### src/rtl/fetch_pkg.sv
// -----------------------------------------------------------------------------
// fetch_pkg : shared types and constants for the instruction-fetch stage. Rev 1.0
// -----------------------------------------------------------------------------
`default_nettype none

package fetch_pkg;

   typedef enum logic [0:0] {
      S_REQ  = 1'b0,
      S_WAIT = 1'b1
   } fetch_state_t;

   localparam logic [31:0] NOP_INST         = 32'h0000_0000;
   localparam logic [31:0] PC_STEP          = 32'd4;
   localparam logic [31:0] DEFAULT_RESET_PC = 32'h0040_0000;
   localparam logic [31:0] WORD_ALIGN_MASK  = 32'hFFFF_FFFC;

   // Force a byte address onto a word boundary.
   function automatic logic [31:0] word_align(input logic [31:0] addr);
      return addr & WORD_ALIGN_MASK;
   endfunction

endpackage : fetch_pkg

`default_nettype wire

### src/rtl/if_fetch_buffer.sv
// -----------------------------------------------------------------------------
// if_fetch_buffer : one-entry output buffer feeding the IF/ID register. Rev 1.0
// -----------------------------------------------------------------------------
`default_nettype none

module if_fetch_buffer
   import fetch_pkg::*;
(
   input  logic        clk,
   input  logic        reset,
   input  logic        load,
   input  logic        flush,
   input  logic        consume,
   input  logic [31:0] load_inst,
   input  logic [31:0] load_pc,
   output logic        ob_valid,
   output logic [31:0] if_instruction,
   output logic [31:0] if_pc,
   output logic        if_valid
);

   logic [31:0] ob_inst;
   logic [31:0] ob_pc;

   // Flush wins over load so a squashed cycle can never capture wrong-path data.
   always_ff @(posedge clk) begin
      if (reset) begin
         ob_valid <= 1'b0;
         ob_inst  <= NOP_INST;
         ob_pc    <= 32'h0;
      end else if (flush) begin
         ob_valid <= 1'b0;
      end else if (load) begin
         ob_valid <= 1'b1;
         ob_inst  <= load_inst;
         ob_pc    <= load_pc;
      end else if (consume) begin
         ob_valid <= 1'b0;
      end
   end

   assign if_valid       = ob_valid & ~reset;
   assign if_instruction = if_valid ? ob_inst : NOP_INST;
   assign if_pc          = if_valid ? ob_pc   : 32'h0;

endmodule : if_fetch_buffer

`default_nettype wire

### src/rtl/if_fetch_unit.sv
// -----------------------------------------------------------------------------
// if_fetch_unit : PC, imem req/rvalid handshake and redirect; option FETCH_PERF_CNT_EN. Rev 1.0
// -----------------------------------------------------------------------------
`default_nettype none

module if_fetch_unit
   import fetch_pkg::*;
#(
   parameter logic [31:0] RESET_PC = DEFAULT_RESET_PC
)
(
   input  logic        clk,
   input  logic        reset,
   input  logic        stall_IF_ID,
   input  logic        redirect_valid,
   input  logic [31:0] redirect_pc,
   output logic        imem_req,
   output logic [31:0] imem_addr,
   input  logic        imem_ready,
   input  logic        imem_rvalid,
   input  logic [31:0] imem_rdata,
   output logic [31:0] IF_Instruction,
   output logic [31:0] IF_PC,
   output logic        IF_valid
`ifdef FETCH_PERF_CNT_EN
  ,output logic [31:0] perf_bubble_cnt
`endif
);

   fetch_state_t state, state_n;
   logic [31:0]  fetch_pc, fetch_pc_n;
   logic [31:0]  inflight_pc, inflight_pc_n;
   logic         kill, kill_n;
   logic         ob_valid;
   logic         consume;
   logic         handshake;
   logic         buf_load;

   assign consume   = ob_valid & ~stall_IF_ID;
   assign imem_req  = ~reset & (state == S_REQ) & (~ob_valid | consume) & ~redirect_valid;
   assign handshake = imem_req & imem_ready;
   assign imem_addr = reset ? 32'h0 : fetch_pc;

   always_comb begin
      state_n       = state;
      fetch_pc_n    = fetch_pc;
      inflight_pc_n = inflight_pc;
      kill_n        = kill;
      buf_load      = 1'b0;

      case (state)
         S_REQ: begin
            if (handshake) begin
               state_n       = S_WAIT;
               inflight_pc_n = fetch_pc;
               fetch_pc_n    = fetch_pc + PC_STEP;
            end
         end
         S_WAIT: begin
            if (imem_rvalid) begin
               state_n = S_REQ;
               if (kill) begin
                  kill_n = 1'b0;
               end else begin
                  buf_load = ~redirect_valid;
               end
            end
         end
         default: begin
            state_n = S_REQ;
         end
      endcase

      // A redirect overrides everything above; the response of an outstanding
      // request is either dropped now or marked for dropping via kill.
      if (redirect_valid) begin
         fetch_pc_n = word_align(redirect_pc);
         buf_load   = 1'b0;
         if (state == S_WAIT) begin
            kill_n = ~imem_rvalid;
         end
      end
   end

   always_ff @(posedge clk) begin
      if (reset) begin
         state       <= S_REQ;
         fetch_pc    <= RESET_PC;
         inflight_pc <= 32'h0;
         kill        <= 1'b0;
      end else begin
         state       <= state_n;
         fetch_pc    <= fetch_pc_n;
         inflight_pc <= inflight_pc_n;
         kill        <= kill_n;
      end
   end

   if_fetch_buffer u_buffer (
      .clk            (clk),
      .reset          (reset),
      .load           (buf_load),
      .flush          (redirect_valid),
      .consume        (consume),
      .load_inst      (imem_rdata),
      .load_pc        (inflight_pc),
      .ob_valid       (ob_valid),
      .if_instruction (IF_Instruction),
      .if_pc          (IF_PC),
      .if_valid       (IF_valid)
   );

`ifdef FETCH_PERF_CNT_EN
   always_ff @(posedge clk) begin
      if (reset) begin
         perf_bubble_cnt <= 32'h0;
      end else if (!IF_valid && (perf_bubble_cnt != 32'hFFFF_FFFF)) begin
         perf_bubble_cnt <= perf_bubble_cnt + 32'd1;
      end
   end
`endif

endmodule : if_fetch_unit

`default_nettype wire
### config.mk
export PLATFORM = sky130hd
export DESIGN_NAME = if_fetch_unit
export DESIGN_NICKNAME = d
export VERILOG_FILES = /design/src/rtl/fetch_pkg.sv /design/src/rtl/if_fetch_buffer.sv /design/src/rtl/if_fetch_unit.sv
export SDC_FILE = /design/constraint.sdc
export NUM_CORES = 1
export LEC_CHECK = 0
export CAP_MARGIN = 5
export CELL_PAD_IN_SITES_DETAIL_PLACEMENT = 1
export CELL_PAD_IN_SITES_GLOBAL_PLACEMENT = 1
export CORE_UTILIZATION = 35
export DETAILED_ROUTE_END_ITERATION = 10
export GPL_TIMING_DRIVEN = 0
export PLACE_DENSITY = 0.9
export SYNTH_ARGS = -nofsm -noshare
export SYNTH_HDL_FRONTEND = slang
export SYNTH_SLANG_ARGS = --single-unit
### constraint.sdc
create_clock -name clk -period 4.93 [get_ports clk]
set_clock_uncertainty 0.05 [all_clocks]
set_input_delay 0.986 -clock clk [delete_from_list [all_inputs] [get_ports clk]]
set_output_delay 0.986 -clock clk [all_outputs]
set_load 0.03 [all_outputs]
==> impl_metrics.ini <==
[clock_network]
clockBufferDepth = 2
cts_resized = 0
cts_hold_buf = 0
cts-htree-levels = 4
path_clk_slew_ps = 50
insertion_delay_ps = 420
cts_setup_buffers = 0
cts_num_sinks = 125
cts_root_buffer = clkbuf_16
cts_tree = built
numCtsBuffers = 17

[worst_setup_path]
path_buf_inv = 5
timing.rr.start = state
rrSetupSlack_ps = 2500
cp_max_fo = 10
crit_family = buffers and inverters
worstSetupPathDepth = 6
critPathCapture = imem_addr[9]
r2r_cells = 7
r2r_end = inflight_pc[13]
crit_type = primary input to output pin
end_kind = output pin
critPathArrivalTime_ps = 3700
slowest_delay_ps = 630
critPathLaunchType = primary input
crit_path_start = reset
cp_data_required_time_ps = 3890
crit_chain = clkdlybuf4s50_1 -> clkbuf_1 -> clkbuf_2 -> clkbuf_1 -> nor2_1 -> clkdlybuf4s50_1
critPathSlowestCell = clkdlybuf4s50_1

[yosys]
synthDistinctLibCells = 45
synthCells = 745
ys_seq_elements = 125
yosysWarnings = 0
synth.top_cell.area_share_pct = 44.9
synth-edff-count = 0
yosysSeqAreaShare_pct = 44.9
synth_area_per_cell_um2 = 7.48
synthesis.area_um2 = 5570
synthTopCellsByArea = dfxtp_1 45%, nand2_1 14%, a21oi_1 9.6%
yosys_most_used_dff = dfxtp_1
synth_area_leader_cell = dfxtp_1
async_flop_share_pct = 0

[placed_design]
dpl.hpwl_mm = 14.8
place_congestion = 0.917
io_buffers = 160

[routing]
wl_mm = 21.0
drt-initial-drc-count = 378
via_count = 6017
wl_per_cell_um = 18.2
detail-route-antenna-nets = 0
vias_per_cell = 5.23
drc_errors = 0
drt-pass1-iter-count = 5

[final_layout]
final_common_cell = nand2_1
antennaDiodeCount = 0
drive_gt1_share_pct = 5.01
area_growth_pct = 44.7
fillers = 1913
finish.utilization_pct = 52.5
mostFrequentLayoutCells = 212 x nand2_1, 160 x clkdlybuf4s50_1, 125 x dfxtp_1, 107 x a21oi_1, 65 x and2_1
layout.nets = 998

[sta]
maxSlewHeadroom_pct = 48.1
period_share_pct = 96.1
rsz0062_at_grt = no
hold_violations = 0
finalCriticalPeriod_ps = 4740
setup-tns-final_ps = 0
worstMarginPinSlew_ps = 774
finalMaxSlewViolations = 0
finalSetupViolCount = 0
timing.fmax_ghz = 0.211

[hold_path]
min_from = u_buffer.ob_inst[12]
hold_class = flip-flop to flip-flop

[die]
die_height_um = 128
rows = 45
coreArea_um2 = 15400
die_x_um = 128
start_util_pct = 36.3
die_area_um2 = 16400
ios = 168

[grt]
antenna_found_initial = 0
grt_pass1_wl_mm = 32.4
grt_use_total_pct = 26.0
grt_pass1_vias = 6119
grt_max_degree = 17
grt_overflow = 0

[power]
irDropWorstVdd_mv = 0.252
cellPowerDensity_nw_per_um2 = 318
power_leakage_nw = 2.75

[run]
cap_viol_max_count = 0

[status]
status = finished, final reports clean
[cell families (layout without fill, tap and decap cells)]
kind of cell,count (synthesis),in the layout,synth area share [%]
muxes,2,2,0.404
xor gates and xnor gates,4,4,0.628
and+or+nand+nor,383,383,32.2
other,1,4,0.0673
AOI/OAI and AO/OA,160,160,16.5
DFF,125,125,44.9
buffers and inverters,69,260,5.05
adders and majority gates,1,1,0.224
[state kept, by name, indices dropped and copies added, names as in the netlist, named ones only]
| signal | flops |
|---|---|
| u_buffer.ob_inst | 32 |
| fetch_pc | 30 |
| u_buffer.ob_valid | 1 |
| u_buffer.ob_pc | 30 |
| state | 1 |
| inflight_pc | 30 |
[cell type report]
| class | instances | area, um2 | area share [%] |
|---|---|---|---|
| sequential | 125 | 2500 | 31.0 |
| tap | 211 | 264 | 3.27 |
| buffer | 60 | 249 | 3.09 |
| timing repair buffer | 160 | 1600 | 19.9 |
| clock inverter | 5 | 77.6 | 0.962 |
| inverter | 9 | 33.8 | 0.419 |
| multi-input combinational | 554 | 2810 | 34.8 |
| clock buffer | 26 | 529 | 6.56 |
[worst register-to-register path: stages, from the launching register on]
cell	delay [ps]
dfxtp_1	400
a2111o_1	250
inv_1	140
nand2_2	220
clkbuf_1	420
clkbuf_1	510
nand2_1	170
a21oi_1	200
[report_power, final]
group / switching (mW) / internal, mW / total (mW)
logic: 0.127 / 0.100 / 0.227
clock network: 0.442 / 0.833 / 1.28
registers: 0.0293 / 1.03 / 1.06
[routing by layer]
metal	vias to the layer above	wire length, um	GRT usage, %
li1	2852	-	-
met1	2880	8750	31.4
met2	234	10300	44.9
met3	51	1320	5.34
met4	0	641	10.2
met5	-	0	0
[worst min path at each step]
stage | endpoint | depth (start not counted)
2_1_floorplan | u_buffer.ob_inst[0] | 2
3_3_place_gp | u_buffer.ob_inst[29] | 2
3_5_place_dp | u_buffer.ob_inst[12] | 2
4_1_cts | u_buffer.ob_inst[12] | 2
5_1_grt | u_buffer.ob_pc[30] | 2
6_report | u_buffer.ob_inst[12] | 2
[cell usage after synthesis, types with 7 or more instances]
library cell / n
nor2b_1: 26
inv_1: 8
nand4_1: 12
and2_1: 65
clkbuf_1: 48
a31oi_1: 13
nand2_1: 212
nand3_1: 16
or3_1: 7
nor2_1: 25
a21oi_1: 107
o21ai_0: 7
dfxtp_1: 125
[stage by stage]
step / hold slack [ps] / cells / area (um2) / setup slack, ps / power, mW
floorplan: 382 / 748 / 5590 / 1800 / 1.18
global placement: 388 / 1119 / 7450 / 151 / 1.30
detailed placement: 392 / 1119 / 7450 / 150 / 1.30
CTS: 400 / 1150 / 8060 / 139 / 2.57
global route: 410 / 1150 / 8060 / 142 / 2.64
finish: 397 / 1150 / 8060 / 191 / 2.57
Power figures use the tool's default switching activity.
